`src/rtl/video_dma_mover.sv`:
```
// Video DMA data mover: requests the Z80 bus and copies picture-ROM bytes into
// video RAM, one byte per K2 slot, while EXCT is held by the DMA control.
module video_dma_mover #(
  parameter int unsigned SRC_AW = 16,
  parameter int unsigned DST_AW = 14,
  parameter int unsigned DW     = 8,
  parameter int unsigned CNT_W  = 12,
  parameter int unsigned RD_LAT = 1
) (
  input  logic              CLK,
  input  logic              RESET_AL,
  input  logic              EXCT,
  input  logic              K2,
  input  logic              SRC_LD,
  input  logic [SRC_AW-1:0] SRC_IN,
  input  logic              DST_LD,
  input  logic [DST_AW-1:0] DST_IN,
  input  logic              LEN_LD,
  input  logic [CNT_W-1:0]  LEN_IN,
  input  logic              BUSAK_AL,
  input  logic [DW-1:0]     ROM_DATA,
  output logic              BUSRQ_AL,
  output logic              ROM_RD,
  output logic [SRC_AW-1:0] ROM_ADDR,
  output logic              VRAM_WR,
  output logic [DST_AW-1:0] VRAM_ADDR,
  output logic [DW-1:0]     VRAM_DATA,
  output logic              BUSY,
  output logic              DONE,
  output logic [CNT_W-1:0]  REMAIN
);

  typedef enum logic [2:0] {IDLE, REQ, SLOT, READ, WRITE, RELEASE} state_t;

  localparam logic [1:0] RD_LAST = 2'(RD_LAT - 1);

  state_t            state, state_nx;
  logic              exct_q;
  logic              start;
  logic              last_rd;
  logic              done_q, done_nx;
  logic [SRC_AW-1:0] src;
  logic [DST_AW-1:0] dst;
  logic [CNT_W-1:0]  len;
  logic [DW-1:0]     vdata;
  logic [1:0]        rd_cnt;

  always_comb begin
    state_nx = state;
    done_nx  = 1'b0;
    start    = EXCT && !exct_q;
    last_rd  = (rd_cnt == RD_LAST);
    case (state)
      IDLE: begin
        if (start) begin
          if (len == '0) done_nx = 1'b1;
          else           state_nx = REQ;
        end
      end
      REQ: begin
        if (!EXCT)          state_nx = RELEASE;
        else if (!BUSAK_AL) state_nx = SLOT;
      end
      SLOT: begin
        if (!EXCT)   state_nx = RELEASE;
        else if (K2) state_nx = READ;
      end
      READ: begin
        if (last_rd) state_nx = WRITE;
      end
      WRITE: begin
        // The byte in flight always finishes; EXCT is only honoured here.
        if (len == CNT_W'(1) || !EXCT) state_nx = RELEASE;
        else                           state_nx = SLOT;
      end
      RELEASE: begin
        if (BUSAK_AL) begin
          done_nx  = 1'b1;
          state_nx = IDLE;
        end
      end
      default: state_nx = IDLE;
    endcase
  end

  always_ff @(posedge CLK or negedge RESET_AL) begin
    if (!RESET_AL) begin
      state  <= IDLE;
      exct_q <= 1'b0;
      done_q <= 1'b0;
      src    <= '0;
      dst    <= '0;
      len    <= '0;
      vdata  <= '0;
      rd_cnt <= '0;
    end else begin
      state  <= state_nx;
      exct_q <= EXCT;
      done_q <= done_nx;
      if (state == IDLE) begin
        if (SRC_LD) src <= SRC_IN;
        if (DST_LD) dst <= DST_IN;
        if (LEN_LD) len <= LEN_IN;
      end
      if (state == READ) begin
        if (last_rd) begin
          vdata  <= ROM_DATA;
          rd_cnt <= '0;
        end else begin
          rd_cnt <= rd_cnt + 2'd1;
        end
      end
      if (state == WRITE) begin
        src <= src + SRC_AW'(1);
        dst <= dst + DST_AW'(1);
        len <= len - CNT_W'(1);
      end
    end
  end

  // Strobes decode straight from the state so an async reset drops them at once.
  assign BUSRQ_AL  = !(state inside {REQ, SLOT, READ, WRITE});
  assign ROM_RD    = (state == READ);
  assign VRAM_WR   = (state == WRITE);
  assign BUSY      = (state != IDLE);
  assign DONE      = done_q;
  assign ROM_ADDR  = src;
  assign VRAM_ADDR = dst;
  assign VRAM_DATA = vdata;
  assign REMAIN    = len;

endmodule

```
`config.mk`:
```
export PLATFORM = sky130hd
export DESIGN_NAME = video_dma_mover
export DESIGN_NICKNAME = d
export VERILOG_FILES = /design/src/rtl/video_dma_mover.sv
export SDC_FILE = /design/constraint.sdc
export NUM_CORES = 1
export LEC_CHECK = 0
export CAP_MARGIN = 25
export CORE_ASPECT_RATIO = 1.2
export CORE_MARGIN = 2
export CORE_UTILIZATION = 30
export CTS_BUF_LIST = sky130_fd_sc_hd__clkbuf_4
export CTS_CLUSTER_DIAMETER = 30
export DETAILED_ROUTE_END_ITERATION = 10
export PLACE_DENSITY_LB_ADDON = 0.15
export SLEW_MARGIN = 30
export SYNTH_ARGS = -nofsm -noshare
export SYNTH_HDL_FRONTEND = slang
export SYNTH_SLANG_ARGS = --single-unit
```
`constraint.sdc`:
```
create_clock -name CLK -period 2.05 [get_ports CLK]
set_clock_uncertainty 0.2 [all_clocks]
set_input_delay 0.41 -clock CLK [delete_from_list [all_inputs] [get_ports CLK]]
set_output_delay 0.41 -clock CLK [all_outputs]
set_load 0.01 [all_outputs]
```
==> impl_metrics.toml, run 1 <==
[route]
via_per_inst = 5.20
drt_iter0_drc = 130
firstDrtPassIters = 5
ant_nets = 0
routed_wl_mm = 11.0
vias = 3696
drc = 0
wl_per_cell_um = 15.4

[sta]
fin_crit_sh_pct = 99.7
post-route-min-period_ns = 2.04
max_freq_mhz = 489
hold_viol_final = 0
whs_ns = 0.311
fin_tns_setup_ns = 0
setup_violations = 0
slew_headroom_pct = 64.1
worst_pin_slew_ns = 0.533
rsz0062_at_grt = "yes"
drv_slew = 0

[setup_path]
critical-path-max-stage-delay_ns = 0.42
cpMostUsedCell = "buf_6"
cp-end-kind = "register"
cp_cell_sequence = "or3b_4 -> buf_6 -> nor4_4 -> buf_6 -> nor3_2 -> a221o_1"
rr_worst_depth = 6
critPathMaxFanout = 6
r2r_setup_slack_ns = 0.006
rr_endpoint = "ROM_ADDR[7]$_DFFE_PN0P_"
arrival_ns = 2.14
cp.required_ns = 2.15
cpMaxStageDelayCell = "or3b_4"
start_kind = "register"
rr_startpoint = "state[0]$_DFFE_PN0P_"
worst-setup-path-type = "reg2reg"

[power_and_ir_drop]
power.switching_w = 0.00335
finalPower_w = 0.00804
comb_power_share_pct = 64.4
vdd_ir_drop_max_v = 0.000509
leakage_nw = 2.35
p_sw_share_pct = 41.7
power.density_mw_per_mm2 = 1470
power_frac_seq_pct = 25.5
clkPwrFrac_pct = 10.1
internal_power_w = 0.00468

[worst_hold_path]
hold_class = "reg2reg"
hold_end = "VRAM_DATA[4]$_DFFE_PN0P_"
hold_path_startpoint = "VRAM_DATA[4]$_DFFE_PN0P_"
holdPathStages = 1

[synthesis]
synth.distinct_cells = 50
async_reset_ff_share_pct = 100
seq_area_frac_synth_pct = 42.9
synth_top_flop_cell = "dfrtp_1"
yosys_warnings = 0
synth_area_mm2 = 0.00332
syn_inst = 378
syn_avg_cell_area_um2 = 8.79
synth_seq_cells = 57
syn-num-nets = 443
synth_edf_count = 0

[global_route]
grt_pass1_wl_mm = 17.3
overflow = 0
grt_usage_pct = 18.2
grt_max_degree = 58
antenna_found_initial = 1
grt_pass1_vias = 3500

[clock_tree]
clk_latency_ns = 0.42
cts_tree = "yes"
cts_made_buffers = 9
clockBufferDepth = 2
clk_transition_reported_paths_ns = 0.10
htreeDepth = 3
clockRootBuffer = "clkbuf_4"
clock_sinks = 57

[layout]
stdcell_count = 711
synthToLayoutAreaGrowth_pct = 64.7
drive_gt1_share_pct = 26.3
final_util_pct = 50.1
final_nets = 638

[floorplan]
coreArea_mm2 = 0.0109
rows = 42
start_util_pct = 30.4
die_w_um = 100
dieHeight_um = 119
die_area_mm2 = 0.0119
io_pins = 113

[placed_design]
gp_congestion = 0.831
hpwl_mm = 7.76
io_buffers = 112
place_inst = 654

[run]
cap_viol_max_count = 0

[status]
status = "complete, no violations"
-- power by group through the flow --
| stage | combinational (W) | sequential, W | clock, W |
|---|---|---|---|
| detailed placement | 0.00437 | 0.00224 | 0 |
| global route | 0.00564 | 0.00213 | 0.000884 |
| CTS | 0.00490 | 0.00207 | 0.000843 |
| finish | 0.00518 | 0.00205 | 0.000809 |
| floorplan | 0.00187 | 0.00245 | 0 |
| global placement | 0.00431 | 0.00223 | 0 |
-- critical path, delay by kind of cell, from the launching register on --
kind,cells,cell delay (ns)
AND/OR/NAND/NOR,3,0.73
flip-flops,1,0.41
buffers and inverters,2,0.31
AO/OA/AOI/OAI,1,0.26
-- worst max path at each step --
stage	from	to	slack [ns]	depth (start not counted)
floorplan	REMAIN[0]$_DFFE_PN0P_	state[1]$_DFFE_PN0P_	0.08	7
global placement	EXCT	state[1]$_DFFE_PN0P_	-0.18	6
detailed placement	EXCT	state[1]$_DFFE_PN0P_	-0.24	6
CTS	state[0]$_DFFE_PN0P_	BUSRQ_AL	-0.05	5
global route	state[0]$_DFFE_PN0P_	BUSRQ_AL	-0.08	5
finish	state[0]$_DFFE_PN0P_	ROM_ADDR[7]$_DFFE_PN0P_	0.006	6
-- placed cells by master, fill, tap and decap left out, types with 3 or more instances in the layout --
master / count
buf_4: 82
nor3_1: 8
nand2_1: 35
clkinv_2: 4
clkdlybuf4s50_1: 93
dfrtp_2: 5
nand2b_1: 4
o21ai_0: 19
o22ai_1: 20
clkbuf_4: 9
buf_6: 6
and3_1: 4
nor2_1: 33
o31ai_1: 3
ha_1: 6
nand3_1: 20
dfrtp_1: 52
inv_1: 11
nand3_2: 3
a211oi_1: 6
nand4_1: 12
nor3_2: 5
nor3b_1: 3
mux2_2: 8
a21oi_1: 32
buf_2: 4
a311oi_1: 4
nand2_2: 3
and4_1: 4
mux2i_1: 11
o211ai_1: 5
dlygate4sd2_1: 12
-- per-layer routing --
layer / wire [µm] / track usage, % / up-vias
li1: - / - / 1798
met1: 4880 / 23.9 / 1774
met2: 5310 / 29.2 / 109
met3: 561 / 3.05 / 15
met4: 206 / 8.56 / 0
met5: 0 / 0 / -
-- cell usage after synthesis (all sizes together) (4+ instances only) --
master,n,area (µm²)
a311oi,4,35.0
ha,7,87.6
buf,6,30.0
nand4,12,75.1
nand2,38,143
o21ai,20,100
mux2,8,90.1
o22ai,20,125
inv,14,52.6
a211oi,7,52.6
and3,4,25.0
nor2,37,149
nor3,15,86.3
dfrtp,57,1430
clkbuf,11,41.3
o211ai,5,37.5
nand2b,4,25.0
a21oi,32,160
nand3,23,115
nor4,5,52.6
and4,5,43.8
mux2i,11,110
-- timing repair --
item / CTS / global route
hold endpoints to repair: 57 / 0
pin swaps: 6 / 15
gates resized for setup: 45 / 28
cloned: 0 / 0
buffers inserted: 26 / 13
hold buffers: 1 / 0
setup endpoints to repair: 50 / 29
-- logic make-up (layout without fill, tap and decap cells) --
logic type / after synthesis / count (layout) / share of synthesized area (%)
AO/OA/AOI/OAI: 102 / 102 / 18.9
XOR/XNOR: 2 / 2 / 0.527
adder cells (fa/ha/maj): 8 / 8 / 2.94
buffers and inverters: 31 / 231 / 3.73
flip-flops: 57 / 57 / 42.9
multiplexers: 19 / 19 / 6.02
other: 0 / 1 / 0
AND/OR/NAND/NOR: 159 / 159 / 25.0
-- state kept, by name, indices dropped and copies added (netlist names) --
name,flops
rd_cnt,2
state,3
ROM_ADDR,16
REMAIN,12
DONE,1
VRAM_DATA,8
exct_q,1
VRAM_ADDR,14
-- stage by stage --
stage | setup WS [ns] | instance area [µm²]
floorplan | 0.0756 | 3320
global placement | -0.180 | 4920
detailed placement | -0.243 | 4920
CTS | -0.0467 | 5270
global route | -0.0818 | 5470
finish | 0.00629 | 5470
-- final cells by class --
| cell class | instances | area, µm² |
|---|---|---|
| antenna | 1 | 2.50 |
| clock inverter | 7 | 61.3 |
| inverter | 14 | 58.8 |
| multi-input combinational | 290 | 1890 |
| fill | 1101 | 5460 |
| clock buffer | 9 | 67.6 |
| tap | 132 | 165 |
| sequential | 57 | 1430 |
| timing repair buffer | 201 | 1790 |
Note: power is estimated with default switching activity, not from simulation.
==> run 2, diff against run 1 <==
DONT_BUFFER_PORTS = 1   (was not set)
==> run 2 against run 1 <==
Net effect: the run now ends with negative hold slack, negative setup slack left; non-clock buffer count is 85 lower; die area stayed put; first-iteration DRC count is 17% lower; register-to-register slack better by 0.03 ns; hold slack worse by 0.31 ns; sequential power is 13% higher; utilization is 7.4 points lower; clock power is 12% lower; count of clock-buffer cells in the layout is 2 higher; critical endpoint is now VRAM_WR; highest routed layer unchanged.
==> impl_metrics.toml, run 2 (synthesized netlist as in run 1, its figures left out) <==
[power_and_ir_drop]
finalPower_w = 0.00682
power.density_mw_per_mm2 = 1460
vdd_ir_drop_max_v = 0.000589
leakage_nw = 1.97

[route]
vias = 3368
firstDrtPassIters = 5
routed_wl_mm = 11.1
wl_per_cell_um = 17.7
drc = 0
via_per_inst = 5.38
drt_iter0_drc = 108
ant_nets = 0

[layout]
multiInputGateArea_mm2 = 0.00186
final_util_pct = 42.7
drive_gt1_share_pct = 23.7
final_nets = 553
stdcell_count = 626
final_area_mm2 = 0.00466
final_common_cell = "dfrtp_1"
num-fill-cells = 1107
synthToLayoutAreaGrowth_pct = 40.4
seqCellArea_mm2 = 0.00143
largest_reg_flops = 16
layout_common_cells = "56 x dfrtp_1, 55 x buf_4, 50 x dlygate4sd3_1, 35 x nand2_1, 34 x nor2_1"

[sta]
hold_viol_final = 1
post-route-min-period_ns = 2.06
fin_crit_sh_pct = 100
worst_pin_slew_ns = 0.372
drv_slew = 0
setup_violations = 1
setup_ws_ns = -0.00731
max_freq_mhz = 486
rsz0062_at_grt = "yes"
whs_ns = -0.000442
slew_headroom_pct = 75.0

[placed_design]
place_inst = 545
gp_congestion = 0.799
dpl_cell_area_mm2 = 0.00381
io_buffers = 0
hpwl_mm = 7.54

[clock_tree]
cts_tree = "yes"
clockRootBuffer = "clkbuf_4"
clockBufferDepth = 2
clk_latency_ns = 0.42
clock_sinks = 57
cts_made_buffers = 9
htreeDepth = 3
clk_transition_reported_paths_ns = 0.12

[setup_path]
arrival_ns = 1.45
worst-setup-path-type = "reg2out"
start_kind = "register"
cp-end-kind = "output pin"
critical-path-max-stage-delay_ns = 0.43
critPathMaxFanout = 5
cp.required_ns = 1.44
cpMaxStageDelayCell = "or3b_4"
cp_cell_sequence = "or3b_4 -> clkinv_4 -> buf_6"

[global_route]
grt_pass1_vias = 3522
grt_usage_pct = 19.1
antenna_found_initial = 1
grt_max_degree = 58
grt_pass1_wl_mm = 17.9
overflow = 0

[floorplan]
start_util_pct = 30.4
die_w_um = 100
die_area_mm2 = 0.0119
rows = 42
coreArea_mm2 = 0.0109
dieHeight_um = 119
io_pins = 113

[run]
cap_viol_max_count = 0

[worst_hold_path]
hold_class = "in2reg"

[status]
violations = "negative hold slack, negative setup slack"
status = "complete, but fails checks"
run 2: cell count changes in the layout (fill, tap and decap cells not counted), moves of 12 or more:
| cell | change |
|---|---|
| dlygate4sd2_1 | -12 |
| clkdlybuf4s50_1 | -93 |
| dlygate4sd3_1 | +49 |
| buf_4 | -27 |
run 2: metal layers:
| metal | GRT usage, % | wire, µm | vias up |
|---|---|---|---|
| li1 | - | - | 1628 |
| met1 | 23.2 | 4790 | 1626 |
| met2 | 32.9 | 5500 | 104 |
| met3 | 4.81 | 618 | 10 |
| met4 | 5.99 | 151 | 0 |
| met5 | 0 | 0 | - |
run 2: power by group:
part	total (W)	switching (W)	internal (W)	leakage, nW
Sequential	0.00231	0.000651	0.00166	0.667
Combinational	0.00380	0.00209	0.00171	1.24
Clock	0.000708	0.000445	0.000263	0.0655
run 2: cell type report:
cell class,count,share of cell area [%]
multi-input cells,290,39.8
inverters,14,1.31
clock inverters,5,0.483
well taps,132,3.54
repair buffers,116,22.5
clock buffers,11,1.77
flip-flops and latches,57,30.6
diodes,1,0.0536
run 2: repair_timing:
action | CTS | global route
hold endpoints to repair | 107 | 0
hold buffers | 51 | 0
setup buffers | 8 | 6
gates resized for setup | 13 | 26
setup endpoints to repair | 5 | 28
pin swaps | 5 | 8
run 2: critical path: cells and delay by family (launching register included):
family                 cells  cell delay (ns)
and+or+nand+nor            1             0.43
DFF                        1             0.40
buffers and inverters      2             0.19
run 2: path summary, 6_finish.rpt:
path / slack [ns] / startpoint / cells past startpoint / to
max: -0.007 / state[1]$_DFFE_PN0P_ / 3 / VRAM_WR
min: -0.0004 / EXCT / 2 / state[1]$_DFFE_PN0P_
max reg2reg: 0.04 / state[1]$_DFFE_PN0P_ / 6 / ROM_ADDR[10]$_DFFE_PN0P_
min reg2reg: 0.36 / ROM_ADDR[0]$_DFFE_PN0P_ / 1 / ROM_ADDR[0]$_DFFE_PN0P_
max in group asynchronous: 1.08 / RESET_AL / 2 / REMAIN[9]$_DFFE_PN0P_
min in group asynchronous: 0.31 / RESET_AL / 2 / ROM_ADDR[10]$_DFFE_PN0P_
run 2: metrics by stage:
stage                     worst slack, ns  TNS [ns]
after floorplan                    0.0756         0
after global placement             0.0375         0
after detailed placement           0.0118         0
after CTS                         -0.0475   -0.0545
after global routing              -0.0849    -0.315
final                            -0.00731  -0.00731
==> run 3, diff against run 2 <==
CAP_MARGIN = not set   (was 25)
CTS_CLUSTER_DIAMETER = 100   (was 30)
PLACE_DENSITY = 0.45   (was not set)
PLACE_DENSITY_LB_ADDON = not set   (was 0.15)
==> run 3 against run 2 <==
Net effect: the flow finishes with violations (negative setup slack); combinational power is 2% higher; sequential share of layout area up 0.26 points; total power up 2.1%; die area did not move; worst setup slack gained 0.0032 ns; sequential power about the same; flip-flop and latch count is the same; wire length fell by 3.3%; maximum frequency is 0.16% higher; hold slack better by 0.020 ns; critical path type unchanged; critical endpoint unchanged; highest routed layer unchanged.
==> impl_metrics.toml, run 3 (synthesized netlist as in run 1, its figures left out) <==
[floorplan]
die_w_um = 100
dieHeight_um = 119
rows = 42
start_util_pct = 30.4
die_area_mm2 = 0.0119
coreArea_mm2 = 0.0109
io_pins = 113

[setup_path]
cp.required_ns = 1.44
critical-path-max-stage-delay_ns = 0.44
rr_startpoint = "state[0]$_DFFE_PN0P_"
worst-setup-path-type = "reg2out"
rr_worst_depth = 5
cp_cell_sequence = "or3b_4 -> inv_4 -> buf_6"
start_kind = "register"
rr_endpoint = "VRAM_ADDR[9]$_DFFE_PN0P_"
cp-end-kind = "output pin"
critPathMaxFanout = 5
arrival_ns = 1.44
cpMaxStageDelayCell = "or3b_4"
r2r_setup_slack_ns = 0.04

[route]
vias = 3339
via_per_inst = 5.42
drc = 0
drt_iter0_drc = 86
routed_wl_mm = 10.7
ant_nets = 0
wl_per_cell_um = 17.4
firstDrtPassIters = 4

[power_and_ir_drop]
p_sw_share_pct = 45.7
comb_power_share_pct = 55.6
power.switching_w = 0.00318
leakage_nw = 1.94
power_frac_seq_pct = 32.8
clkPwrFrac_pct = 11.6
vdd_ir_drop_max_v = 0.000568
finalPower_w = 0.00696
internal_power_w = 0.00378
power.density_mw_per_mm2 = 1510

[clock_tree]
cts_tree = "yes"
cts_made_buffers = 9
clockRootBuffer = "clkbuf_4"
clock_sinks = 57
clk_transition_reported_paths_ns = 0.12
htreeDepth = 3
clockBufferDepth = 2
clk_latency_ns = 0.40

[run]
cap_viol_max_count = 0

[layout]
antennaDiodeCount = 0
synthToLayoutAreaGrowth_pct = 39.0
final_nets = 544
drive_gt1_share_pct = 24.0
final_util_pct = 42.3
final_area_mm2 = 0.00462
final_common_cell = "dfrtp_1"
num-fill-cells = 1147
layout_common_cells = "57 x dfrtp_1, 55 x buf_4, 39 x dlygate4sd3_1, 36 x nand2_1, 34 x nor2_1"
largest_reg_flops = 16

[status]
status = "complete, but fails checks"
violations = "negative setup slack"

[global_route]
grt_max_degree = 58
overflow = 0
grt_pass1_wl_mm = 17.1
antenna_found_initial = 0
grt_pass1_vias = 3245
grt_usage_pct = 18.2

[worst_hold_path]
hold_path_startpoint = "SRC_IN[2]"
hold_end = "ROM_ADDR[2]$_DFFE_PN0P_"
holdPathStages = 2
hold_class = "in2reg"

[placed_design]
hpwl_mm = 7.45
dpl_cell_area_mm2 = 0.00381
io_buffers = 0
place_ws_ns = -0.0693
gp_congestion = 0.812

[sta]
fin_crit_sh_pct = 100
slew_headroom_pct = 67.7
drv_slew = 0
setup_violations = 1
setup_ws_ns = -0.00411
post-route-min-period_ns = 2.05
worst_pin_slew_ns = 0.484
rsz0062_at_grt = "yes"
hold_viol_final = 0
max_freq_mhz = 487
whs_ns = 0.0193
run 3: worst max-delay path by stage:
stage,start,end,cells after the start
floorplan,REMAIN[0]$_DFFE_PN0P_,state[1]$_DFFE_PN0P_,7
finish,state[0]$_DFFE_PN0P_,VRAM_WR,3
CTS,state[0]$_DFFE_PN0P_,VRAM_WR,3
global placement,state[1]$_DFFE_PN0P_,ROM_ADDR[9]$_DFFE_PN0P_,5
global route,state[0]$_DFFE_PN0P_,VRAM_WR,3
detailed placement,state[1]$_DFFE_PN0P_,ROM_ADDR[9]$_DFFE_PN0P_,5
run 3: area by class of cell:
| type | count | area, µm² | area share (%) |
|---|---|---|---|
| multi-input combinational | 290 | 1860 | 40.2 |
| sequential | 57 | 1430 | 30.9 |
| timing repair buffer | 107 | 983 | 21.3 |
| tap | 132 | 165 | 3.57 |
| clock buffer | 9 | 67.6 | 1.46 |
| clock inverter | 7 | 61.3 | 1.33 |
| inverter | 14 | 57.6 | 1.25 |
run 3: repair_timing:
action,CTS,global route
hold endpoints to repair,96,1
endpoints found under the setup margin,10,29
hold buffers,39,1
setup buffers,8,7
gates resized for setup,17,23
pin swaps,5,4
run 3: power groups by stage:
| stage | clock, W | sequential (W) | combinational [W] |
|---|---|---|---|
| after floorplan | 0 | 0.00245 | 0.00187 |
| after global placement | 0 | 0.00229 | 0.00331 |
| after detailed placement | 0 | 0.00229 | 0.00336 |
| after CTS | 0.000844 | 0.00228 | 0.00369 |
| after global routing | 0.000901 | 0.00237 | 0.00429 |
| final | 0.000811 | 0.00228 | 0.00387 |
run 3: through the flow:
step / std cells / setup TNS [ns]
after floorplan: 378 / 0
after global placement: 545 / -0.0641
after detailed placement: 545 / -0.156
after CTS: 608 / -0.0197
after global routing: 616 / -0.162
final: 616 / -0.00411
run 3: critical path, delay by kind of cell (launching register included):
family | cells | cell delay, ns
AND/OR/NAND/NOR | 1 | 0.44
flip-flops | 1 | 0.40
buffers and inverters | 2 | 0.21
run 3: layer usage:
layer | share of wire, % | GRT usage, % | vias up
li1 | - | - | 1611
met1 | 45 | 23.2 | 1611
met2 | 48 | 30.2 | 100
met3 | 5.9 | 4.28 | 17
met4 | 1.7 | 5.82 | 0
met5 | 0 | 0 | -
